<file path="src/rtl/io_bus_master_8_pkg.sv">
// rtl/io_bus_master_8_pkg.sv - shared constants and types for the I/O bus poll master
package io_bus_master_8_pkg;

    localparam logic [7:0] SW_LO = 8'h00;
    localparam logic [7:0] SW_HI = 8'h01;
    localparam logic [7:0] BTN   = 8'h02;

    localparam int STEP_W = 4;
    typedef logic [STEP_W-1:0] step_t;

    // Transaction order: three reads, two LED writes, four display writes
    localparam step_t STEP_SW_LO  = 4'd0;
    localparam step_t STEP_SW_HI  = 4'd1;
    localparam step_t STEP_BTN    = 4'd2;
    localparam step_t STEP_LED_LO = 4'd3;
    localparam step_t STEP_LED_HI = 4'd4;
    localparam step_t STEP_DISP0  = 4'd5;
    localparam step_t STEP_LAST   = 4'd8;

    localparam int BTN_C = 0;
    localparam int BTN_D = 4;

    typedef enum logic [2:0] {
        IDLE,
        RA,
        RC,
        WS,
        WP,
        WH,
        DONE
    } state_t;

endpackage

</file>
<file path="src/rtl/io_bus_master_8_if.sv">
// rtl/io_bus_master_8_if.sv - 8-bit local I/O bus between initiator and peripheral
interface io_bus_master_8_if;
    logic [7:0] addr;
    logic [7:0] data_out;
    logic [7:0] data_in;
    logic       we;

    modport master (
        output addr,
        output data_out,
        output we,
        input  data_in
    );

    modport slave (
        input  addr,
        input  data_out,
        input  we,
        output data_in
    );
endinterface

</file>
<file path="src/rtl/io_bus_master_8_seg7.sv">
// rtl/io_bus_master_8_seg7.sv - hex nibble to active-low {g,f,e,d,c,b,a} segment code
module hex_to_seg7 (
    input  logic [3:0] nibble,
    output logic [6:0] seg
);

    always_comb begin
        seg = 7'h7F;
        case (nibble)
            4'h0: seg = 7'h40;
            4'h1: seg = 7'h79;
            4'h2: seg = 7'h24;
            4'h3: seg = 7'h30;
            4'h4: seg = 7'h19;
            4'h5: seg = 7'h12;
            4'h6: seg = 7'h02;
            4'h7: seg = 7'h78;
            4'h8: seg = 7'h00;
            4'h9: seg = 7'h10;
            4'hA: seg = 7'h08;
            4'hB: seg = 7'h03;
            4'hC: seg = 7'h46;
            4'hD: seg = 7'h21;
            4'hE: seg = 7'h06;
            4'hF: seg = 7'h0E;
            default: seg = 7'h7F;
        endcase
    end

endmodule

</file>
<file path="src/rtl/io_bus_master_8.sv">
// rtl/io_bus_master_8.sv - periodic poll of switches/buttons, mirrored to LEDs and hex displays
module io_bus_master_8
    import io_bus_master_8_pkg::*;
#(
    parameter int         POLL_DIV  = 100000,
    parameter logic [7:0] LED_BASE  = 8'h08,
    parameter logic [7:0] DISP_BASE = 8'h80
) (
    input  logic                     clk,
    input  logic                     reset,
    io_bus_master_8_if.master        bus,
    output logic [15:0]              sw_val,
    output logic [4:0]               btn_val,
    output logic                     busy,
    output logic                     poll_done
);

    localparam int              DIV_W    = (POLL_DIV > 1) ? $clog2(POLL_DIV) : 1;
    localparam logic [DIV_W-1:0] DIV_LAST = DIV_W'(POLL_DIV - 1);

    logic [DIV_W-1:0] div_cnt;

    state_t     state, state_d;
    step_t      step, step_d;
    logic [7:0] sw_lo, sw_lo_d, sw_hi, sw_hi_d;
    logic [15:0] sw_val_d;
    logic [4:0]  btn_val_d;

    logic [7:0] addr_q, addr_d, data_q, data_d;
    logic       we_q, we_d, busy_d, poll_done_d;
    logic [7:0] word_addr, word_data;
    logic [3:0] nibble;
    logic [6:0] seg;

    assign bus.addr     = addr_q;
    assign bus.data_out = data_q;
    assign bus.we       = we_q;

    // Free-running so the poll period stays exact regardless of FSM activity
    always_ff @(posedge clk) begin
        if (reset || div_cnt == DIV_LAST) div_cnt <= '0;
        else                              div_cnt <= div_cnt + DIV_W'(1);
    end

    always_comb begin
        state_d   = state;
        step_d    = step;
        sw_lo_d   = sw_lo;
        sw_hi_d   = sw_hi;
        sw_val_d  = sw_val;
        btn_val_d = btn_val;
        unique case (state)
            IDLE: begin
                if (div_cnt == DIV_LAST) begin
                    state_d = RA;
                    step_d  = STEP_SW_LO;
                end
            end
            RA: state_d = RC;
            RC: begin
                case (step)
                    STEP_SW_LO: sw_lo_d = bus.data_in;
                    STEP_SW_HI: sw_hi_d = bus.data_in;
                    default: begin
                        sw_val_d  = {sw_hi, sw_lo};
                        btn_val_d = bus.data_in[4:0];
                    end
                endcase
                state_d = (step == STEP_BTN) ? WS : RA;
                step_d  = step + step_t'(1);
            end
            WS: state_d = WP;
            WP: state_d = WH;
            WH: begin
                if (step == STEP_LAST || (step == STEP_LED_HI && btn_val[BTN_C])) begin
                    state_d = DONE;
                end else begin
                    state_d = WS;
                    step_d  = step + step_t'(1);
                end
            end
            DONE:    state_d = IDLE;
            default: state_d = IDLE;
        endcase
    end

    // Leftmost display shows the most significant nibble
    always_comb begin
        nibble = sw_val_d[3:0];
        case (step_d)
            4'd5:    nibble = sw_val_d[15:12];
            4'd6:    nibble = sw_val_d[11:8];
            4'd7:    nibble = sw_val_d[7:4];
            default: nibble = sw_val_d[3:0];
        endcase
    end

    hex_to_seg7 u_seg (
        .nibble (nibble),
        .seg    (seg)
    );

    always_comb begin
        word_addr = '0;
        word_data = '0;
        case (step_d)
            STEP_SW_LO: word_addr = SW_LO;
            STEP_SW_HI: word_addr = SW_HI;
            STEP_BTN:   word_addr = BTN;
            STEP_LED_LO: begin
                word_addr = LED_BASE;
                word_data = sw_val_d[7:0];
            end
            STEP_LED_HI: begin
                word_addr = LED_BASE + 8'd1;
                word_data = sw_val_d[15:8];
            end
            default: begin
                word_addr = DISP_BASE + {4'd0, step_d - STEP_DISP0};
                word_data = btn_val_d[BTN_D] ? 8'hFF : {1'b1, seg};
            end
        endcase
    end

    // Bus pins are registered from the next state so we never glitches
    always_comb begin
        busy_d      = (state_d != IDLE) && (state_d != DONE);
        poll_done_d = (state_d == DONE);
        we_d        = (state_d == WP);
        addr_d      = busy_d ? word_addr : 8'h00;
        data_d      = (state_d == WS || state_d == WP || state_d == WH) ? word_data : 8'h00;
    end

    always_ff @(posedge clk) begin
        if (reset) begin
            state     <= IDLE;
            step      <= '0;
            sw_lo     <= '0;
            sw_hi     <= '0;
            sw_val    <= '0;
            btn_val   <= '0;
            addr_q    <= '0;
            data_q    <= '0;
            we_q      <= 1'b0;
            busy      <= 1'b0;
            poll_done <= 1'b0;
        end else begin
            state     <= state_d;
            step      <= step_d;
            sw_lo     <= sw_lo_d;
            sw_hi     <= sw_hi_d;
            sw_val    <= sw_val_d;
            btn_val   <= btn_val_d;
            addr_q    <= addr_d;
            data_q    <= data_d;
            we_q      <= we_d;
            busy      <= busy_d;
            poll_done <= poll_done_d;
        end
    end

endmodule

</file>
<file path="src/flat_wrapper.sv">
// flat-port wrapper written by rule: the top's interface ports become plain ports
module io_bus_master_8_flat import io_bus_master_8_pkg::*;
#(
    parameter int         POLL_DIV  = 100000,
    parameter logic [7:0] LED_BASE  = 8'h08,
    parameter logic [7:0] DISP_BASE = 8'h80
)
  (clk, reset, sw_val, btn_val, busy, poll_done, bus_addr, bus_data_out, bus_we, bus_data_in);
  io_bus_master_8_if bus_i ();
  input  logic clk;
  input  logic reset;
  output logic [15:0] sw_val;
  output logic [4:0] btn_val;
  output logic busy;
  output logic poll_done;
  output wire logic [$bits(bus_i.addr)-1:0] bus_addr;
  output wire logic [$bits(bus_i.data_out)-1:0] bus_data_out;
  output wire logic [$bits(bus_i.we)-1:0] bus_we;
  input wire logic [$bits(bus_i.data_in)-1:0] bus_data_in;
  assign bus_addr = bus_i.addr;
  assign bus_data_out = bus_i.data_out;
  assign bus_we = bus_i.we;
  assign bus_i.data_in = bus_data_in;
  io_bus_master_8 #(.POLL_DIV(POLL_DIV), .LED_BASE(LED_BASE), .DISP_BASE(DISP_BASE)) u_core (.clk(clk), .reset(reset), .bus(bus_i), .sw_val(sw_val), .btn_val(btn_val), .busy(busy), .poll_done(poll_done));
endmodule
</file>
<file path="config.mk">
export PLATFORM = sky130hd
export DESIGN_NAME = io_bus_master_8_flat
export DESIGN_NICKNAME = d
export VERILOG_FILES = /design/src/rtl/io_bus_master_8_pkg.sv /design/src/rtl/io_bus_master_8_if.sv /design/src/rtl/io_bus_master_8_seg7.sv /design/src/rtl/io_bus_master_8.sv /design/src/flat_wrapper.sv
export SDC_FILE = /design/constraint.sdc
export NUM_CORES = 1
export LEC_CHECK = 0
export BUFFER_PORTS_ARGS = -buffer_cell sky130_fd_sc_hd__buf_2
export CAP_MARGIN = 20
export CORE_ASPECT_RATIO = 0.9
export CORE_MARGIN = 2
export CORE_UTILIZATION = 58
export CTS_CLUSTER_SIZE = 25
export DETAILED_ROUTE_END_ITERATION = 8
export HOLD_SLACK_MARGIN = 0.12
export PLACE_DENSITY = 0.79
export SYNTH_ARGS = -nofsm -noshare
export SYNTH_HDL_FRONTEND = slang
export SYNTH_SLANG_ARGS = --single-unit
</file>
<file path="constraint.sdc">
create_clock -name clk -period 4.65 [get_ports clk]
set_input_delay 1.1625 -clock clk [delete_from_list [all_inputs] [get_ports clk]]
set_output_delay 1.1625 -clock clk [all_outputs]
set_load 0.005 [all_outputs]
</file>
==> flow_summary.json, run 1 <==
{
  "hold_viol_final": 0,
  "clockBufferDepth": 2,
  "clockRootBuffer": "clkbuf_8",
  "ir_drop_mv": 0.190,
  "synthTopCellsByArea": "dfxtp_1 38%, mux2i_1 6.5%, nor2_1 5.9%",
  "fmax_mhz": 233,
  "synth.distinct_cells": 68,
  "diodes": 0,
  "cap_violations": 0,
  "seq_power_share_pct": 57.0,
  "synth_edf_count": 0,
  "holdWs_ps": 457,
  "netlist.area_leader.share_pct": 38.3,
  "wl_per_cell_um": 16.6,
  "grt_overflow": 0,
  "yosys_register_bits": 77,
  "antenna_found_initial": 0,
  "arrival_ps": 4540,
  "crit_fanout": 12,
  "synth_cells": 462,
  "grt_pass1_vias": 3371,
  "gp_congestion": 0.933,
  "seq_area_frac_synth_pct": 38.3,
  "finalSetupTns_ps": 0,
  "grt_pass1_wl_mm": 16.6,
  "rsz0062_at_grt": "no",
  "fin_util_pct": 67.9,
  "ys.warnings.count": 0,
  "port_buffers": 46,
  "drive_gt1_share_pct": 19.5,
  "netlist_area_mm2": 0.00403,
  "period_needed_ps": 4290,
  "ios": 50,
  "first_iter_violations": 306,
  "routed_wl_mm": 10.0,
  "synthToLayoutAreaGrowth_pct": 12.3,
  "p_per_area_mw_per_mm2": 257,
  "cp.required_ps": 4900,
  "cts_setup_buffers": 0,
  "combPwrFrac_pct": 1.7,
  "clock_skew_ps": 14.9,
  "dp_hpwl_mm": 7.45,
  "min_path_cells": 2,
  "finalSetupViolCount": 0,
  "placementRows": 28,
  "die_area_mm2": 0.00763,
  "num-nets-final": 535,
  "cts_tree": "done",
  "clkPwrFrac_pct": 41.3,
  "drcViolationCount": 0,
  "grt_usage_pct": 27.1,
  "p_leak_nw": 1.94,
  "initial_utilization_pct": 60.5,
  "crit_type": "reg -> reg",
  "cts_max_level": 3,
  "endpoint_kind": "flop",
  "timing_worst_slew_pin_value_ps": 888,
  "grt_max_degree": 49,
  "p_switching_w": 0.000293,
  "clk_latency_ps": 360,
  "clkTransAtPathRegs_ps": 90,
  "start_kind": "flop",
  "first_pass_iters": 5,
  "syn-mean-instance-area_um2": 8.72,
  "ant_nets": 0,
  "via_per_inst": 6.02,
  "status": "finished, final reports clean",
  "cts.sinks": 77,
  "p_int_w": 0.000871,
  "finalMaxSlewViolations": 0,
  "numCtsBuffers": 9,
  "power_w": 0.00116,
  "min_path_type": "reg -> reg",
  "swShare_pct": 25.2,
  "vias": 3628,
  "synthArstFlopShare_pct": 0,
  "ys_dominant_reg_cell": "dfxtp_1",
  "die_height_um": 83.0,
  "fin_crit_sh_pct": 92.3,
  "die_w_um": 91.8,
  "core-area_mm2": 0.00666,
  "yosys.area.top_type": "dfxtp_1",
  "slew_headroom_pct": 40.8,
  "r2r_cells": 20
}
-- power groups by stage --
stage,Clock (W),Sequential (W),Combinational (W)
3_5_place_dp,0,0.000679,0.0000191
6_report,0.000481,0.000663,0.0000200
3_3_place_gp,0,0.000678,0.0000193
5_1_grt,0.000518,0.000664,0.0000215
4_1_cts,0.000489,0.000663,0.0000194
2_1_floorplan,0,0.000678,0.0000128
-- state kept, by name (all words and copies together), names as in the netlist --
name                 cells
u_core.btn_val           5
u_core.bus.addr          5
u_core.bus.data_out      8
u_core.bus.we            1
u_core.busy              1
u_core.div_cnt          17
u_core.poll_done         1
u_core.state             3
u_core.step              4
u_core.sw_hi             8
u_core.sw_lo             8
u_core.sw_val           16
-- cell usage after synthesis (3+ instances only) --
library cell and n:
o22ai_1 6, mux2_2 6, inv_1 16, o221ai_1 5
nand2_1 43, a31oi_1 6, o21a_1 3, o211ai_1 5
a31o_2 3, a21oi_1 33, nor3_1 5, mux2i_1 26
or3_1 5, buf_4 5, nand3_1 33, a21o_1 3
o311a_1 3, nor2_1 63, o21ai_0 14, buf_2 6
xor2_1 9, nand4_1 6, dfxtp_1 77, ha_1 17
xnor2_1 4, clkbuf_1 9, nor4_1 3
-- worst paths after layout --
path                   start                endpoint  slack [ps]
max           u_core.step[0]  u_core.bus.data_out[5]         360
max reg2reg   u_core.step[0]  u_core.bus.data_out[5]         360
min          u_core.sw_hi[1]         u_core.sw_hi[1]         460
min reg2reg  u_core.sw_hi[1]         u_core.sw_hi[1]         460
-- kinds of logic (layout without fill, tap and decap cells) --
| family | count (synthesis) | count (layout) | synth area share (%) |
|---|---|---|---|
| xor+xnor | 13 | 13 | 2.83 |
| mux | 34 | 34 | 8.89 |
| compound gates | 104 | 104 | 18.4 |
| simple gates | 177 | 177 | 21.5 |
| buf+inv | 39 | 88 | 4.66 |
| flops | 77 | 77 | 38.3 |
| other cells | 1 | 3 | 0.0931 |
| fa+ha+maj | 17 | 17 | 5.28 |
-- cell type report --
type / instances / area, um^2
sequential: 77 / 1540
clock inverter: 7 / 62.6
multi-input combinational: 348 / 2310
timing repair buffer: 56 / 305
inverter: 16 / 60.1
tap: 90 / 113
fill: 562 / 2140
clock buffer: 9 / 124
-- timing repair --
action	4_1_cts	5_1_grt
endpoints found under the hold margin	0	0
setup endpoints to repair	0	3
gates resized for setup	0	1
hold buffers	0	0
-- metrics by stage --
stage	cell area (um^2)	setup WS [ps]	cells
final	4520	360	603
after global routing	4520	4.12	603
after CTS	4520	271	603
after detailed placement	4330	293	587
after global placement	4330	488	587
after floorplan	4030	528	464
-- metal layers --
layer	global-route usage, %	vias to the layer above	wire [um]
met4	10.9	0	263
met3	5.17	28	698
met5	0	-	0
met2	39.3	143	4270
li1	-	1763	-
met1	39.7	1694	4770
-- worst max-delay path: stages, from the launching register on --
cell,delay [ps]
dfxtp_1,440
inv_1,130
ha_1,240
buf_4,180
nand3b_2,140
a21o_1,130
o211ai_1,120
a22oi_2,330
inv_1,120
ha_1,300
inv_1,130
nand3_1,150
o211ai_1,290
o21ai_0,140
o31a_1,190
ha_1,270
inv_1,90
nor4_1,50
a31oi_1,250
a21oi_1,120
o311a_1,340
-- cell usage in the layout (no fill, tap or decap), types with 6 or more instances in the layout --
master    netlist  final
a21oi_1        33     33
a31oi_1         6      6
buf_2           6     46
buf_4           5     10
clkbuf_8        0      9
dfxtp_1        77     77
ha_1           17     17
inv_1          16     16
mux2_2          6      6
mux2i_1        26     26
nand2_1        43     43
nand3_1        33     33
nand4_1         6      6
nor2_1         63     63
o21ai_0        14     14
o22ai_1         6      6
xor2_1          9      9
Power figures use the tool's default switching activity.
==> inputs of run 2 (changes only) <==
--- a/config.mk
+++ b/config.mk
@@ -5,7 +5,7 @@
 export SDC_FILE = /design/constraint.sdc
 export NUM_CORES = 1
 export LEC_CHECK = 0
-export BUFFER_PORTS_ARGS = -buffer_cell sky130_fd_sc_hd__buf_2
+export BUFFER_PORTS_ARGS = -buffer_cell sky130_fd_sc_hd__buf_4
 export CAP_MARGIN = 20
 export CORE_ASPECT_RATIO = 0.9
 export CORE_MARGIN = 2
==> flow_summary.json, run 2 (synthesis gave the netlist of run 1 again) <==
{
  "status": "finished, final reports clean",
  "power_w": 0.00123,
  "clkTransAtPathRegs_ps": 100,
  "synthToLayoutAreaGrowth_pct": 15.5,
  "top_regs": "u_core.div_cnt x17, u_core.sw_val x16",
  "holdWs_ps": 461,
  "cts_max_level": 3,
  "grt_pass1_wl_mm": 16.5,
  "placementRows": 28,
  "vias": 3591,
  "die_height_um": 83.0,
  "die_area_mm2": 0.00763,
  "regMostFlops": "u_core.div_cnt",
  "dp_hpwl_mm": 7.32,
  "crit_type": "reg -> reg",
  "clockBufferDepth": 2,
  "initial_utilization_pct": 60.5,
  "min_to": "u_core.sw_lo[1]",
  "core-area_mm2": 0.00666,
  "ant_nets": 0,
  "num-fill-cells": 547,
  "clockRootBuffer": "clkbuf_8",
  "port_buffers": 46,
  "ios": 50,
  "hold_viol_final": 0,
  "r2r_end": "u_core.bus.data_out[6]",
  "fin_util_pct": 69.8,
  "finalMaxSlewViolations": 0,
  "grt_usage_pct": 27.0,
  "cts_setup_buffers": 0,
  "finalSetupTns_ps": 0,
  "antenna_found_initial": 0,
  "cts_tree": "done",
  "first_pass_iters": 5,
  "grt_max_degree": 49,
  "min_path_type": "reg -> reg",
  "p_per_area_mw_per_mm2": 266,
  "fmax_mhz": 227,
  "start_kind": "flop",
  "slew_headroom_pct": 47.0,
  "pre_cts_ws_ps": 199,
  "r2r_cells": 20,
  "final_common_cell": "dfxtp_1",
  "seq_power_share_pct": 53.7,
  "routed_wl_mm": 10.1,
  "final_cell_mix": "77 x dfxtp_1, 63 x nor2_1, 54 x buf_4",
  "wl_per_cell_um": 16.9,
  "finalSetupViolCount": 0,
  "numCtsBuffers": 9,
  "clkPwrFrac_pct": 44.5,
  "period_needed_ps": 4400,
  "r2r_start": "u_core.step[1]",
  "p_switching_w": 0.000305,
  "gp_congestion": 0.947,
  "die_w_um": 91.8,
  "clock_skew_ps": 18.8,
  "crit_start": "u_core.step[1]",
  "hp-start": "u_core.sw_lo[1]",
  "p_int_w": 0.000929,
  "swShare_pct": 24.7,
  "min_path_cells": 2,
  "timing_worst_slew_pin_value_ps": 795,
  "arrival_ps": 4650,
  "first_iter_violations": 412,
  "clk_latency_ps": 370,
  "via_per_inst": 5.98,
  "crit_fanout": 12,
  "p_leak_nw": 1.95,
  "endpoint_kind": "flop",
  "ir_drop_mv": 0.175,
  "cap_violations": 0,
  "cts.sinks": 77,
  "fin_crit_sh_pct": 94.6,
  "largest_reg_flops": 17,
  "reg2reg_slack_ps": 250,
  "drcViolationCount": 0,
  "grt_overflow": 0,
  "grt_pass1_vias": 3259,
  "drive_gt1_share_pct": 19.2,
  "num-nets-final": 533,
  "combPwrFrac_pct": 1.8,
  "diodes": 0,
  "worst_slack_ps": 250,
  "cp.required_ps": 4900
}
-- run 2: cell count changes in the layout (fill, tap and decap cells not counted), sizes merged --
cell,previous run,this run
bufinv,0,1
inv,20,19
buf,56,54
clkinvlp,3,1
clkinv,0,2
-- run 2: what timing repair did --
action | CTS | global route
hold buffers | 0 | 0
setup endpoints to repair | 0 | 5
gates resized for setup | 0 | 1
-- run 2: worst max path at each step --
stage / endpoint / slack [ps] / depth (start not counted)
after floorplan: u_core.bus.data_out[3] / 530 / 20
after global placement: u_core.bus.data_out[6] / 520 / 18
after detailed placement: u_core.bus.data_out[6] / 200 / 20
after CTS: u_core.bus.data_out[6] / 170 / 20
after global routing: u_core.bus.data_out[6] / -30 / 20
final: u_core.bus.data_out[6] / 250 / 20
-- run 2: worst max-delay path, cell delays in order, from the launching register on --
cell and delay (ps):
dfxtp_1 470, inv_1 100, ha_1 210, buf_4 190
nand3b_2 170, a21o_1 150, o211ai_1 120, a22oi_2 370
inv_1 140, ha_1 290, inv_1 140, nand3_1 160
o211ai_1 300, o21ai_0 150, o31a_1 200, ha_1 270
inv_1 90, nor4_1 60, a31oi_1 260, a21oi_1 100
o311a_1 350
-- run 2: power by group through the flow --
| stage | Sequential (W) | Combinational (W) | Clock, W |
|---|---|---|---|
| after floorplan | 0.000678 | 0.0000128 | 0 |
| after global placement | 0.000678 | 0.0000215 | 0 |
| after detailed placement | 0.000678 | 0.0000214 | 0 |
| after CTS | 0.000663 | 0.0000215 | 0.000554 |
| after global routing | 0.000664 | 0.0000236 | 0.000583 |
| final | 0.000663 | 0.0000217 | 0.000550 |
-- run 2: per-stage QoR --
stage / instance area (um^2) / std cells
after floorplan: 4030 / 464
final: 4650 / 601
after global placement: 4430 / 585
after global routing: 4650 / 601
after detailed placement: 4430 / 585
after CTS: 4640 / 601
-- run 2: layout make-up --
cell class	count	area (um^2)	area share, %
inverters	16	60.1	1.29
clock inverters	7	91.3	1.96
clock buffers	9	124	2.66
repair buffers	54	405	8.72
multi-input cells	348	2310	49.8
well taps	90	113	2.42
flip-flops and latches	77	1540	33.2
-- run 2: metal layers --
| metal | track usage (%) | vias to the layer above | wire (um) |
|---|---|---|---|
| li1 | - | 1744 | - |
| met1 | 39.1 | 1643 | 4840 |
| met2 | 39.6 | 190 | 4400 |
| met3 | 7.53 | 14 | 789 |
| met4 | 6.78 | 0 | 112 |
| met5 | 0 | - | 0 |
==> inputs of run 3 (changes only) <==
--- a/config.mk
+++ b/config.mk
@@ -12,6 +12,7 @@
 export CORE_UTILIZATION = 58
 export CTS_CLUSTER_SIZE = 25
 export DETAILED_ROUTE_END_ITERATION = 8
+export GPL_TIMING_DRIVEN = 0
 export HOLD_SLACK_MARGIN = 0.12
 export PLACE_DENSITY = 0.79
 export SYNTH_ARGS = -nofsm -noshare
==> flow_summary.json, run 3 (synthesis gave the netlist of run 1 again) <==
{
  "clkPwrFrac_pct": 42.0,
  "grt_pass1_wl_mm": 16.6,
  "grt_max_degree": 18,
  "cts_max_level": 3,
  "combPwrFrac_pct": 2.2,
  "grt_overflow": 0,
  "cts.sinks": 77,
  "final_common_cell": "dfxtp_1",
  "numCtsBuffers": 9,
  "seq_power_share_pct": 55.8,
  "antenna_found_initial": 0,
  "cts.hold.buffers_added": 0,
  "regMostFlops": "u_core.div_cnt",
  "port_buffers": 46,
  "fin_crit_sh_pct": 94.1,
  "timing_worst_slew_pin_value_ps": 790,
  "routed_wl_mm": 10.2,
  "numPlacedInstances": 600,
  "die_height_um": 83.0,
  "clkTransAtPathRegs_ps": 100,
  "start_kind": "flop",
  "clockBufferDepth": 2,
  "synthToLayoutAreaGrowth_pct": 18.1,
  "endpoint_kind": "flop",
  "final_cell_mix": "75 x dfxtp_1, 63 x nor2_1, 55 x buf_4",
  "finalSetupViolCount": 0,
  "ir_drop_mv": 0.253,
  "clockRootBuffer": "clkbuf_8",
  "drive_gt1_share_pct": 21.4,
  "period_needed_ps": 4380,
  "num-nets-final": 550,
  "top_regs": "u_core.div_cnt x17, u_core.sw_val x16",
  "fin_cells": 618,
  "clk_latency_ps": 370,
  "initial_utilization_pct": 60.5,
  "r2r_cells": 18,
  "dp_hpwl_mm": 7.55,
  "core-area_mm2": 0.00666,
  "largest_reg_flops": 17,
  "fmax_mhz": 229,
  "ant_nets": 0,
  "die_area_mm2": 0.00763,
  "finalMaxSlewViolations": 0,
  "pre_cts_ws_ps": -208,
  "die_w_um": 91.8,
  "worst_slack_ps": 274,
  "p_int_w": 0.000881,
  "holdWs_ps": 463,
  "ff_latch_area_mm2": 0.00154,
  "p_switching_w": 0.000307,
  "num-fill-cells": 514,
  "first_pass_iters": 6,
  "cap_violations": 0,
  "slew_headroom_pct": 47.3,
  "multi_input_area_mm2": 0.00235,
  "gp_congestion": 0.927,
  "first_iter_violations": 352,
  "status": "finished, final reports clean",
  "cp.required_ps": 4960,
  "placementRows": 28,
  "power_w": 0.00119,
  "grt_pass1_vias": 3297,
  "drcViolationCount": 0,
  "finalSetupTns_ps": 0,
  "via_per_inst": 6.05,
  "vias": 3741,
  "swShare_pct": 25.8,
  "wl_per_cell_um": 16.6,
  "arrival_ps": 4680,
  "cts_tree": "done",
  "clock_skew_ps": 15.0,
  "p_leak_nw": 1.99,
  "min_path_type": "reg -> reg",
  "ios": 50,
  "diodes": 0,
  "hold_viol_final": 0,
  "p_per_area_mw_per_mm2": 250,
  "crit_type": "reg -> reg",
  "min_path_cells": 2,
  "grt_usage_pct": 27.1,
  "crit_fanout": 12
}
[run 3: path summary, 6_finish.rpt]
kind,start,end,slack (ps)
worst max-delay path,u_core.step[0],u_core.bus.data_out[5],270
worst min-delay path,u_core.sw_hi[6],u_core.sw_hi[6],460
worst max register to register,u_core.step[0],u_core.bus.data_out[5],270
worst min register to register,u_core.sw_hi[6],u_core.sw_hi[6],460
[run 3: worst max-delay path: stages, from the launching register on]
cell and delay, ps:
dfxtp_2 360, inv_1 180, ha_1 280, nand4b_1 250, a31o_2 370, mux2i_4 260, inv_1 120, ha_1 280
inv_1 150, nand3_1 200, nand3_4 230, mux2_2 410, inv_1 120, ha_2 240, inv_1 70, nor4_1 300
a31oi_1 100, a21oi_1 220, o311a_1 180
[run 3: repair_timing]
item,CTS,global route
gates resized for setup,4,7
endpoints found under the setup margin,3,4
pin swaps,3,2
buffers inserted,2,2
hold endpoints to repair,0,0
[run 3: layer usage]
| layer | share of wire (%) | track usage, % |
|---|---|---|
| met5 | 0 | 0 |
| met3 | 8.7 | 8.53 |
| met1 | 47 | 39.3 |
| met2 | 43 | 38.6 |
| met4 | 1.2 | 7.73 |
[run 3: area by class of cell]
cell class,count,area share [%]
inverter,16,1.26
buffer,21,2.50
tap,90,2.37
multi-input combinational,348,49.4
timing repair buffer,50,7.89
clock inverter,7,1.50
clock buffer,9,2.60
sequential,77,32.5
[run 3: per-stage QoR]
step / util [%] / instance area [um^2]
after floorplan: - / 4030
after global placement: 67.5 / 4490
after detailed placement: 67.5 / 4490
after CTS: 71.1 / 4730
after global routing: 71.4 / 4760
final: 71.4 / 4760
[run 3: power groups by stage]
stage	combinational [W]	sequential [W]	clock, W
6_report	0.0000262	0.000663	0.000499
5_1_grt	0.0000282	0.000664	0.000534
4_1_cts	0.0000259	0.000663	0.000505
3_5_place_dp	0.0000258	0.000679	0
3_3_place_gp	0.0000252	0.000678	0
2_1_floorplan	0.0000128	0.000678	0
